[config.mk]
export PLATFORM = sky130hd
export DESIGN_NAME = ccff_prog_ctrl
export DESIGN_NICKNAME = d
export VERILOG_FILES = /design/src/rtl/ccff_prog_ctrl_pkg.sv /design/src/rtl/ccff_prog_sipo.sv /design/src/rtl/ccff_prog_ctrl.sv
export SDC_FILE = /design/constraint.sdc
export NUM_CORES = 1
export LEC_CHECK = 0
export BUFFER_PORTS_ARGS = -buffer_cell sky130_fd_sc_hd__buf_2
export CORE_MARGIN = 2
export CORE_UTILIZATION = 40
export CTS_BUF_LIST = sky130_fd_sc_hd__clkbuf_16
export CTS_CLUSTER_DIAMETER = 100
export DETAILED_ROUTE_END_ITERATION = 8
export PLACE_DENSITY = 0.6
export SYNTH_ARGS = -nofsm -noshare
export SYNTH_HDL_FRONTEND = slang
export SYNTH_SLANG_ARGS = --single-unit
[constraint.sdc]
create_clock -name prog_clk -period 3.2 [get_ports prog_clk]
set_input_delay 0.16 -clock prog_clk [delete_from_list [all_inputs] [get_ports prog_clk]]
set_output_delay 0.16 -clock prog_clk [all_outputs]
set_load 0.01 [all_outputs]
[src/rtl/ccff_prog_ctrl_pkg.sv]
// Shared definitions for the configuration-chain programming controller.
//   state_t        : controller state encoding (IDLE, LOAD, STALL, DONE)
//   DEF_CHAIN_LEN  : default number of flip-flops in the target ccff chain
//   DEF_DATA_W     : default width of host configuration / readback words
package ccff_prog_ctrl_pkg;

  localparam int DEF_CHAIN_LEN = 48;
  localparam int DEF_DATA_W    = 8;

  typedef enum logic [1:0] {
    ST_IDLE  = 2'd0,
    ST_LOAD  = 2'd1,
    ST_STALL = 2'd2,
    ST_DONE  = 2'd3
  } state_t;

endpackage

[src/rtl/ccff_prog_sipo.sv]
// Readback capture: collects the bits leaving the chain tail MSB-first into a
// DATA_W-bit word and presents it for one cycle when the word is full or the
// final chain bit has been captured (partial word left-aligned, zero filled).
// Ports:
//   prog_clk, pReset : clock and asynchronous active-high reset
//   clear            : drop any partially captured word
//   cap_en           : capture cap_bit on this edge
//   cap_bit          : serial bit from the chain tail
//   cap_last         : this capture is the final bit of the chain
//   rb_data          : captured word (held until the next word)
//   rb_valid         : one-cycle strobe for rb_data
module ccff_prog_sipo
  import ccff_prog_ctrl_pkg::*;
#(
  parameter int DATA_W = DEF_DATA_W
) (
  input  logic              prog_clk,
  input  logic              pReset,
  input  logic              clear,
  input  logic              cap_en,
  input  logic              cap_bit,
  input  logic              cap_last,
  output logic [DATA_W-1:0] rb_data,
  output logic              rb_valid
);

  localparam int CW = $clog2(DATA_W + 1);

  logic [DATA_W-1:0] word_reg;
  logic [DATA_W-1:0] word_next;
  logic [CW-1:0]     cnt_reg;
  logic              flush;

  // Each capture lands directly in its final left-aligned position, so a
  // partial word needs no extra alignment shift when flushed.
  generate
    for (genvar gi = 0; gi < DATA_W; gi++) begin : g_bit
      assign word_next[gi] = (cap_en && (cnt_reg == CW'(DATA_W - 1 - gi))) ? cap_bit
                                                                             : word_reg[gi];
    end
  endgenerate

  assign flush = cap_en && (cap_last || (cnt_reg == CW'(DATA_W - 1)));

  always_ff @(posedge prog_clk or posedge pReset) begin
    if (pReset) begin
      word_reg <= '0;
      cnt_reg  <= '0;
      rb_data  <= '0;
      rb_valid <= 1'b0;
    end else begin
      rb_valid <= 1'b0;
      if (clear) begin
        word_reg <= '0;
        cnt_reg  <= '0;
      end else if (flush) begin
        rb_data  <= word_next;
        rb_valid <= 1'b1;
        word_reg <= '0;
        cnt_reg  <= '0;
      end else if (cap_en) begin
        word_reg <= word_next;
        cnt_reg  <= cnt_reg + 1'b1;
      end
    end
  end

endmodule

[src/rtl/ccff_prog_ctrl.sv]
// Programs one full configuration-flip-flop chain from host words, shifting
// each word MSB-first into the chain head while reading the previous chain
// contents back from the tail.
// Ports:
//   prog_clk, pReset     : clock and asynchronous active-high reset
//   start, abort         : begin a programming pass / terminate immediately
//   cfg_data/valid/ready : host configuration word handshake
//   ccff_head            : serial bit into the chain head
//   ccff_shift_en        : chain clock-enable
//   ccff_tail            : serial bit from the chain tail
//   rb_data, rb_valid    : readback words of the previous chain contents
//   busy, done           : pass in progress / one-cycle completion pulse
module ccff_prog_ctrl
  import ccff_prog_ctrl_pkg::*;
#(
  parameter int CHAIN_LEN = DEF_CHAIN_LEN,
  parameter int DATA_W    = DEF_DATA_W
) (
  input  logic              prog_clk,
  input  logic              pReset,
  input  logic              start,
  input  logic              abort,
  input  logic [DATA_W-1:0] cfg_data,
  input  logic              cfg_valid,
  output logic              cfg_ready,
  output logic              ccff_head,
  output logic              ccff_shift_en,
  input  logic              ccff_tail,
  output logic [DATA_W-1:0] rb_data,
  output logic              rb_valid,
  output logic              busy,
  output logic              done
);

  localparam int CNT_W = $clog2(CHAIN_LEN + 1);
  localparam int BV_W  = $clog2(DATA_W + 1);

  state_t            state_reg;
  logic [DATA_W-1:0] shbuf_reg;
  logic [BV_W-1:0]   bv_reg;
  logic [CNT_W-1:0]  cnt_reg;

  logic              in_prog;
  logic              shift;
  logic              accept;
  logic              last_bit;
  int                remaining;
  logic [BV_W-1:0]   load_bits;

  assign in_prog = (state_reg == ST_LOAD) || (state_reg == ST_STALL);
  assign shift   = (state_reg == ST_LOAD) && (bv_reg != '0) && !abort;

  // Chain bits not yet committed to the buffer once this cycle's shift is
  // done. It sizes the next load, which truncates the final word, and it
  // closes cfg_ready once the last word is in, so no surplus word is taken.
  assign remaining = CHAIN_LEN - int'(cnt_reg) - int'(bv_reg);
  assign load_bits = (remaining >= DATA_W) ? BV_W'(DATA_W) : BV_W'(remaining);

  // Refill when empty, or when the single remaining bit leaves this cycle.
  assign cfg_ready = in_prog && !abort && (remaining > 0) &&
                     ((bv_reg == '0) || ((bv_reg == BV_W'(1)) && shift));
  assign accept    = cfg_valid && cfg_ready;
  assign last_bit  = shift && (cnt_reg == CNT_W'(CHAIN_LEN - 1));

  assign ccff_shift_en = shift;
  assign ccff_head     = shift & shbuf_reg[DATA_W-1];
  assign busy          = in_prog;
  assign done          = (state_reg == ST_DONE);

  always_ff @(posedge prog_clk or posedge pReset) begin
    if (pReset) begin
      state_reg <= ST_IDLE;
      shbuf_reg <= '0;
      bv_reg    <= '0;
      cnt_reg   <= '0;
    end else if (abort) begin
      state_reg <= ST_IDLE;
      shbuf_reg <= '0;
      bv_reg    <= '0;
      cnt_reg   <= '0;
    end else begin
      case (state_reg)
        ST_IDLE: begin
          if (start) begin
            state_reg <= ST_LOAD;
            shbuf_reg <= '0;
            bv_reg    <= '0;
            cnt_reg   <= '0;
          end
        end
        ST_LOAD: begin
          if (accept) begin
            shbuf_reg <= cfg_data;
            bv_reg    <= load_bits;
          end else if (shift) begin
            shbuf_reg <= shbuf_reg << 1;
            bv_reg    <= bv_reg - 1'b1;
          end
          if (shift) begin
            cnt_reg <= cnt_reg + 1'b1;
          end
          if (last_bit) begin
            state_reg <= ST_DONE;
          end else if ((bv_reg == '0) && !accept) begin
            state_reg <= ST_STALL;
          end
        end
        ST_STALL: begin
          if (accept) begin
            shbuf_reg <= cfg_data;
            bv_reg    <= load_bits;
            state_reg <= ST_LOAD;
          end
        end
        ST_DONE: state_reg <= ST_IDLE;
        default: state_reg <= ST_IDLE;
      endcase
    end
  end

  ccff_prog_sipo #(
    .DATA_W(DATA_W)
  ) u_sipo (
    .prog_clk(prog_clk),
    .pReset  (pReset),
    .clear   (abort),
    .cap_en  (shift),
    .cap_bit (ccff_tail),
    .cap_last(last_bit),
    .rb_data (rb_data),
    .rb_valid(rb_valid)
  );

endmodule

# ---- Word level (Yosys, flattened, before mapping)
# Index checks and enable logic that the tools add are counted.
dict set report word_totals {
  ff_bits 41
}
dict set report op_classes {
  addsub 5
  magnitude_cmp 2
  n_eq_ne 17
  mux 39
  bitwise 2
  reduce_logical 34
}
# op n
set ops {}
lappend ops {{2-to-1 mux 8 bit} 8}
lappend ops {{2-to-1 mux 4 bit} 9}
lappend ops {{one-hot mux 8 bit (3 select lines)} 1}
lappend ops {{logical AND 1 bit} 18}
lappend ops {{2-to-1 mux 6 bit} 3}
lappend ops {{equality test 4 x 3 -> 1 bit (second input constant)} 4}
lappend ops {{one-hot mux 4 bit (3 select lines)} 1}
lappend ops {{one-hot mux 6 bit (2 select lines)} 1}
lappend ops {{2-to-1 mux 1 bit} 10}
lappend ops {{2-to-1 mux 2 bit} 5}
lappend ops {{!= test 3 bit (second input constant)} 3}
lappend ops {{equality test 4 x 1 -> 1 bit (second input constant)} 2}
lappend ops {{equality test 4 x 2 -> 1 bit (second input constant)} 2}
lappend ops {{>= comparator 8 x 5 -> 1 bit (second input constant)} 1}
lappend ops {{> comparator 8 x 1 -> 1 bit (second input constant)} 1}
lappend ops {{zero test 4 bit} 2}
lappend ops {{one-hot mux 2 bit (4 select lines)} 1}
lappend ops {{nonzero test 4 bit} 2}
lappend ops {{subtractor 7 x 5 -> 8 bit} 1}
lappend ops {{subtractor 6 x 6 -> 7 bit (first input constant)} 1}
lappend ops {{adder 6 x 1 -> 6 bit (second input constant)} 1}
lappend ops {{equality test 6 bit (second input constant)} 1}
lappend ops {{AND reduction 3 bit} 2}
lappend ops {{nonzero test 3 bit} 2}
lappend ops {{other kinds (13)} 17}

# ---- Longest topological paths before layout
# Gate-level depths: netlist of the first run.
dict set report depth {
  depth_word 13
  ltp_mapped 12
  mapped_depth_nobuf 11
}

# ---- By module
# From an unflattened synthesis of the first run, not the netlist that was laid out.
dict set report hier_totals {
  hier_cells 304
  hier_area_um2 2857.7
}
# module n_inst cells_per_inst area_per_inst_um2 seq_area_each_um2
set by_module_without_submodules {}
lappend by_module_without_submodules {ccff_prog_ctrl 1 204 1730.4 500.5}
lappend by_module_without_submodules {ccff_prog_sipo 1 100 1127.3 525.5}

# ---- Worst setup path after synthesis of the first run
# Ideal clock, no wire load.
dict set report synth_path {
  path_type {register -> register}
  from {register cnt_reg[0]}
  to {register shbuf_reg[0]}
  setup_ps 125
  arrival_time_ps 3149
  path_slack_ps -74
  stages_incl_launch_ff 12
  path_buffers 1
  synth_period_minus_slack_ps 3274
  path_cell_list {dfrtp_1 > inv_1 > ha_1 > fa_1 > xor2_1 > or3b_2 > nor4_4 > a22oi_2 > a21o_1 > a211o_1 > buf_6 > mux2_4}
}
dict set report synth_via {
  elab_chain_len 9
  word_cells_on_any_way 12
}
# element line_no
set synth_lines {}
lappend synth_lines {{from (decl)} ccff_prog_ctrl.sv:41} ;# logic [CNT_W-1:0] cnt_reg;
lappend synth_lines {{from (signal assigned)} ccff_prog_ctrl.sv:100} ;# cnt_reg <= cnt_reg + 1'b1;
lappend synth_lines {{subtractor 6 x 6 -> 7 bit (*)} ccff_prog_ctrl.sv:56} ;# assign remaining = CHAIN_LEN - int'(cnt_reg) - int'(bv_reg);
lappend synth_lines {{subtractor 7 x 5 -> 8 bit (*)} ccff_prog_ctrl.sv:56}
lappend synth_lines {{> comparator 8 x 1 -> 1 bit (*)} ccff_prog_ctrl.sv:60} ;# assign cfg_ready = in_prog && !abort && (remaining > 0) &&
lappend synth_lines {{logical AND 1 bit (*) (2 in series)} ccff_prog_ctrl.sv:60}
lappend synth_lines {{logical AND 1 bit (*)} ccff_prog_ctrl.sv:62} ;# assign accept = cfg_valid && cfg_ready;
lappend synth_lines {{2-to-1 mux 8 bit} ccff_prog_ctrl.sv:92} ;# if (accept) begin
lappend synth_lines {{one-hot mux 8 bit (3 select lines)} ccff_prog_ctrl.sv:82} ;# case (state_reg)
lappend synth_lines {{2-to-1 mux 8 bit} ccff_prog_ctrl.sv:76} ;# end else if (abort) begin
lappend synth_lines {{to (signal assigned)} ccff_prog_ctrl.sv:93} ;# shbuf_reg <= cfg_data;
lappend synth_lines {{to (signal assigned)} ccff_prog_ctrl.sv:96} ;# shbuf_reg <= shbuf_reg << 1;
lappend synth_lines {{to (signal assigned)} ccff_prog_ctrl.sv:110} ;# shbuf_reg <= cfg_data;
lappend synth_lines {{to (decl)} ccff_prog_ctrl.sv:39} ;# logic [DATA_W-1:0] shbuf_reg;
# Mark *: on every way between the ends. The rest lies on a longest branch, timed or not.
# A chain may end at the register's enable or synchronous reset.

# ---- Final worst setup path of the first run
dict set report layout_path {
  from {register cnt_reg[0]}
  to {register shbuf_reg[5]}
}
# The elaborated chain is that of the path after synthesis.

==> impl_metrics.ini, run 1 <==
[synthesis]
synth_fa_ha_area_share_pct = 7.81
synth_fp_nets = 328
ys.flop_type = dfrtp_1
synth_top_family_by_area = compound AO/OA/AOI/OAI gates
synth-async-reset-ratio_pct = 100
synthTopCellsByArea = dfrtp_1 (36%), ha_1 (7.1%), a21oi_1 (4.3%)
avgSynthCellArea_um2 = 9.49
synth-compound-area-share_pct = 22.2
syn_inst = 297
synth_xor_area_share_pct = 3.68
ys_ff_latch = 41
synth.top_cell.area_share_pct = 36.4
yosys.area.top_type = dfrtp_1
syn-cell-area_um2 = 2820
synth-seq-area-share_pct = 36.4
yosys_warnings = 0
synth_edf_count = 0
ys_types = 54
synth_mux_area_share_pct = 8.52
synth-simple-area-share_pct = 15.8

[clock_tree]
cts_htree_levels = 2
post-cts-setup-buffer-count = 0
cts_tree = yes
clockBufferDepth = 2
path_clk_slew_ns = 0.07
cts-hold-fix-buffers = 0
clk_latency_ns = 0.29
cts_buffers = 5
clockRootBuffer = clkbuf_16
clock-sinks = 41

[floorplanning]
initial_utilization_pct = 41.5
die_w_um = 88.0
core_area_um2 = 6790
dieArea_um2 = 7740
die_height_um = 88.0
io_pins = 28
rows = 30

[finish]
final_common_cell = dfrtp_1
multi_input_area_um2 = 1680
fillCellCount = 613
drive_gt1_share_pct = 25.0
layout_common_cells = dfrtp_1 (41), buf_2 (27), nor2_1 (25)
seqCellArea_um2 = 1030
fin_nets = 366
n_antenna_cell = 0
areaGrowthSynthToFinish_pct = 20.3
utilization_pct = 49.9

[global_routing]
grt_pass1_wl_mm = 10.6
grt.total_usage_pct = 17.6
grt_max_degree = 24
grt_overflow_total = 0
antenna_found_initial = 0
grt_pass1_vias = 2165

[timing]
maxSlewViolCount = 0
max_freq_mhz = 322
fin_crit_ns = 3.10
tightest_slew_ns = 0.717
finClkSkew_ns = 0.00735
finalSetupViolCount = 0
hold_viol_final = 18
rsz0062_at_grt = false
slew_headroom_pct = 52.1
timing.hold.ws_ns = -0.0192
setup_tns_ns = 0
period_share_pct = 97.0

[placed_design]
place_congestion = 0.905
port_buffers = 27
hpwlAfterDp_mm = 4.75

[drt]
drc = 0
topRoutingLayerUsed = met4
drtIter0Drc = 82
route.met2.wl_mm = 3.01
wl_mm = 6.46
wl_per_cell_um = 14.9
wl_met1_mm = 3.14
ant_nets = 0
drt-pass1-iter-count = 4
met3_wirelength_um = 254
viasPerCell = 5.28
via_count = 2279

[pwr]
powerDensity_nw_per_um2 = 841
vdd_drop_max_uv = 291
p_leak_nw = 1.57

[setup_path]
crit_start = cnt_reg[0]
cp_data_required_time_ns = 3.37
crit_fanout = 10
ff2ff_setup_slack_ns = 0.1
rr_worst_depth = 11
r2r_start = cnt_reg[0]
worst_setup_path_end_kind = register
rr_endpoint = shbuf_reg[5]
critical_path.endpoint = shbuf_reg[5]
cp-start-kind = register
criticalPathCategory = register to register
critical_path_arrival_ns = 3.28

[job]
cap_violations = 0

[run_status]
status = complete, but fails checks
violations = negative hold slack

[min_path]
hold_class = primary input to async pin
==> logic make-up (layout without fill, tap and decap cells) <==
family / Yosys count / after routing
buffers and inverters: 37 / 76
DFF: 41 / 41
AOI/OAI and AO/OA: 87 / 87
and+or+nand+nor: 84 / 84
muxes: 20 / 20
xor gates and xnor gates: 11 / 11
adders and majority gates: 17 / 17
==> power breakdown <==
| part | total, W | leakage [nW] | switching [W] | internal [W] |
|---|---|---|---|---|
| clock network | 0.000668 | 0.0944 | 0.000218 | 0.000450 |
| logic | 0.00157 | 0.906 | 0.000891 | 0.000683 |
| registers | 0.000609 | 0.570 | 0.0000437 | 0.000565 |
| total | 0.00285 | 1.57 | 0.00115 | 0.00170 |
==> layout make-up <==
cell class	instances	area share, %
sequential	41	30.3
tap	96	3.54
timing repair buffer	45	8.34
clock buffer	5	3.69
multi-input combinational	219	49.6
inverter	23	2.55
clock inverter	3	2.03
==> through the flow <==
stage / power, W / instance area [µm²] / instances / hold slack, ns / setup slack [ns]
6_report: 0.00285 / 3390 / 432 / -0.0192 / 0.0952
5_1_grt: 0.00305 / 3390 / 432 / 0.0715 / 0.00330
4_1_cts: 0.00277 / 3360 / 432 / 0.0189 / 0.0000471
3_5_place_dp: 0.00210 / 3160 / 424 / 0.326 / 0.0321
3_3_place_gp: 0.00209 / 3160 / 424 / 0.310 / 0.0801
2_1_floorplan: 0.00173 / 2830 / 297 / 0.390 / 0.0494
==> layer usage <==
layer	up-vias	GRT usage [%]
li1	1145	-
met1	1081	25.0
met2	48	27.5
met3	5	4.15
met4	0	3.36
met5	-	0
==> cell usage after synthesis, types with 2 or more instances <==
cell,n
a2111oi_0,2
a32oi_1,3
nor2b_1,4
mux2_4,8
clkbuf_1,8
nor2_1,27
o21ai_0,7
buf_6,2
nor3b_1,2
nand2b_1,5
buf_2,4
mux2i_1,12
o22ai_1,10
o21a_1,4
o211ai_1,2
ha_1,16
and3_1,3
and2_1,2
a211oi_1,9
a22o_1,3
a22oi_1,3
a32o_1,7
or3b_2,2
dfrtp_1,41
a21oi_1,24
nand2_1,19
xnor2_1,7
nand3_1,7
inv_1,23
nor3_1,4
xor2_1,3
a21o_1,2
==> worst min-delay path by stage <==
stage	from	endpoint	slack, ns	depth (start not counted)
after detailed placement	pReset	shbuf_reg[5]	0.33	2
after CTS	pReset	u_sipo.word_reg[6]	0.02	2
final	pReset	u_sipo.word_reg[4]	-0.02	2
after global placement	pReset	shbuf_reg[5]	0.31	2
after global routing	pReset	u_sipo.word_reg[7]	0.07	2
after floorplan	pReset	bv_reg[0]	0.39	1
==> critical path, stage by stage (launching register included) <==
cell and delay (ns):
dfrtp_1 0.38, inv_2 0.10, ha_4 0.22, fa_2 0.38
xor2_1 0.16, or3b_4 0.40, nor4_4 0.27, a22oi_2 0.10
a21o_1 0.22, a211o_1 0.29, buf_12 0.16, mux2_4 0.29
==> what timing repair did <==
action	in CTS	in global routing
endpoints found under the setup margin	0	14
hold endpoints to repair	0	0
resized for setup	0	10
Power figures use the tool's default switching activity.
==> inputs of run 2 (changes only) <==
--- a/config.mk
+++ b/config.mk
@@ -8,7 +8,7 @@
 export BUFFER_PORTS_ARGS = -buffer_cell sky130_fd_sc_hd__buf_2
 export CORE_MARGIN = 2
 export CORE_UTILIZATION = 40
-export CTS_BUF_LIST = sky130_fd_sc_hd__clkbuf_16
+export CTS_BUF_LIST = sky130_fd_sc_hd__clkbuf_8 sky130_fd_sc_hd__clkbuf_16
 export CTS_CLUSTER_DIAMETER = 100
 export DETAILED_ROUTE_END_ITERATION = 8
 export PLACE_DENSITY = 0.6
==> impl_metrics.ini, run 2 (synthesis gave the netlist of run 1 again) <==
[run_status]
status = complete, no violations

[global_routing]
grt_overflow_total = 0
antenna_found_initial = 0
grt_pass1_wl_mm = 10.6
grt_pass1_vias = 2184
grt_max_degree = 24
grt.total_usage_pct = 17.5

[min_path]
whs_endpoint = shbuf_reg[0]
min_from = cfg_data[0]
hold_class = primary input to register
hold_path_depth = 3

[placed_design]
port_buffers = 27
place_congestion = 0.905
hpwlAfterDp_mm = 4.75

[timing]
finClkSkew_ns = 0.00877
max_freq_mhz = 322
slew_headroom_pct = 51.5
setup_tns_ns = 0
finalSetupViolCount = 0
maxSlewViolCount = 0
fin_crit_ns = 3.10
hold_viol_final = 0
period_share_pct = 97.0
tightest_slew_ns = 0.726

[clock_tree]
clock-sinks = 41
path_clk_slew_ns = 0.09
cts_tree = yes
cts_buffers = 5
clk_latency_ns = 0.30
clockRootBuffer = clkbuf_8
clockBufferDepth = 2
cts_htree_levels = 2

[setup_path]
path_buf_inv = 2
cpPeakStageDelay_ns = 0.40
critical_path_arrival_ns = 3.29
cp_cell_sequence = inv_2, ha_4, fa_2, xor2_1, or3b_4, nor4_4, a22oi_2, a21o_1, a211o_1, buf_12, mux2_4
crit_fanout = 10
rr_endpoint = shbuf_reg[5]
worst_setup_path_end_kind = register
cp-start-kind = register
ff2ff_setup_slack_ns = 0.1
r2r_start = cnt_reg[0]
rr_worst_depth = 11
criticalPathCategory = register to register
crit_slowest_cell = or3b_4
crit_family = simple AND/OR/NAND/NOR gates
cp_data_required_time_ns = 3.39

[drt]
wl_met1_mm = 3.16
met3_wirelength_um = 248
drt-pass1-iter-count = 4
via_count = 2307
drtIter0Drc = 133
route.met2.wl_mm = 3.04
wl_mm = 6.49
topRoutingLayerUsed = met4
drc = 0
viasPerCell = 5.33
ant_nets = 0
wl_per_cell_um = 15.0

[finish]
drive_gt1_share_pct = 24.6
multi_input_area_um2 = 1680
n_antenna_cell = 0
fillCellCount = 625
final_common_cell = dfrtp_1
layout_common_cells = dfrtp_1 (41), buf_2 (27), nor2_1 (25)
areaGrowthSynthToFinish_pct = 18.5
seqCellArea_um2 = 1030
fin_nets = 367

[pwr]
power.total_w = 0.00269
powerDensity_nw_per_um2 = 806
p_leak_nw = 1.55
vdd_drop_max_uv = 262

[floorplanning]
io_pins = 28
initial_utilization_pct = 41.5
die_w_um = 88.0
rows = 30
core_area_um2 = 6790
dieArea_um2 = 7740
die_height_um = 88.0

[job]
cap_violations = 0
run 2: changes by cell type in the layout (fill, tap and decap cells not counted), sizes merged:
cell	delta
dlygate4sd3	+1
run 2: per-layer routing:
layer  GRT usage [%]  vias up
met5               0        -
met4            4.20        0
met3            3.02        5
met2            27.8       56
met1            24.9     1097
li1                -     1149
run 2: metrics by stage:
stage | worst slack, ns | cells | instance area, µm² | hold WS, ns | util [%]
4_1_cts | 0.0510 | 433 | 3310 | 0.219 | 48.7
3_3_place_gp | 0.0801 | 424 | 3160 | 0.310 | 46.6
6_report | 0.0966 | 433 | 3340 | 0.224 | 49.2
5_1_grt | -0.000536 | 433 | 3340 | 0.230 | 49.2
3_5_place_dp | 0.0321 | 424 | 3160 | 0.326 | 46.6
2_1_floorplan | 0.0494 | 297 | 2830 | 0.390 | -
run 2: worst max-delay path by stage:
stage,startpoint,slack (ns),to,cells past startpoint
floorplan,cnt_reg[0],0.05,shbuf_reg[0],11
global placement,cnt_reg[0],0.08,shbuf_reg[7],11
detailed placement,cnt_reg[0],0.03,shbuf_reg[6],11
CTS,cnt_reg[0],0.05,shbuf_reg[5],11
global route,cnt_reg[0],-0.0005,state_reg[0],12
finish,cnt_reg[0],0.1,shbuf_reg[5],11
run 2: tightest hold or removal path: stages:
cell and delay [ns]:
buf_2 0.08, and3_1 0.13, mux2_4 0.13
run 2: power by group:
part           switching (W)  total, W  internal [W]
clock network       0.000203  0.000517      0.000314
logic               0.000889   0.00157      0.000678
registers          0.0000435  0.000608      0.000565
run 2: layout make-up:
type,count,area share (%)
tap,96,3.60
sequential,41,30.7
multi-input combinational,219,50.2
timing repair buffer,46,8.77
clock buffer,5,2.06
inverter,23,2.59
clock inverter,3,2.06
run 2: timing repair:
action | CTS | global route
resized for setup | 1 | 8
endpoints found under the setup margin | 2 | 13
pin swaps | 0 | 8
hold buffers | 1 | 0
buffers inserted | 0 | 0
endpoints found under the hold margin | 18 | 0
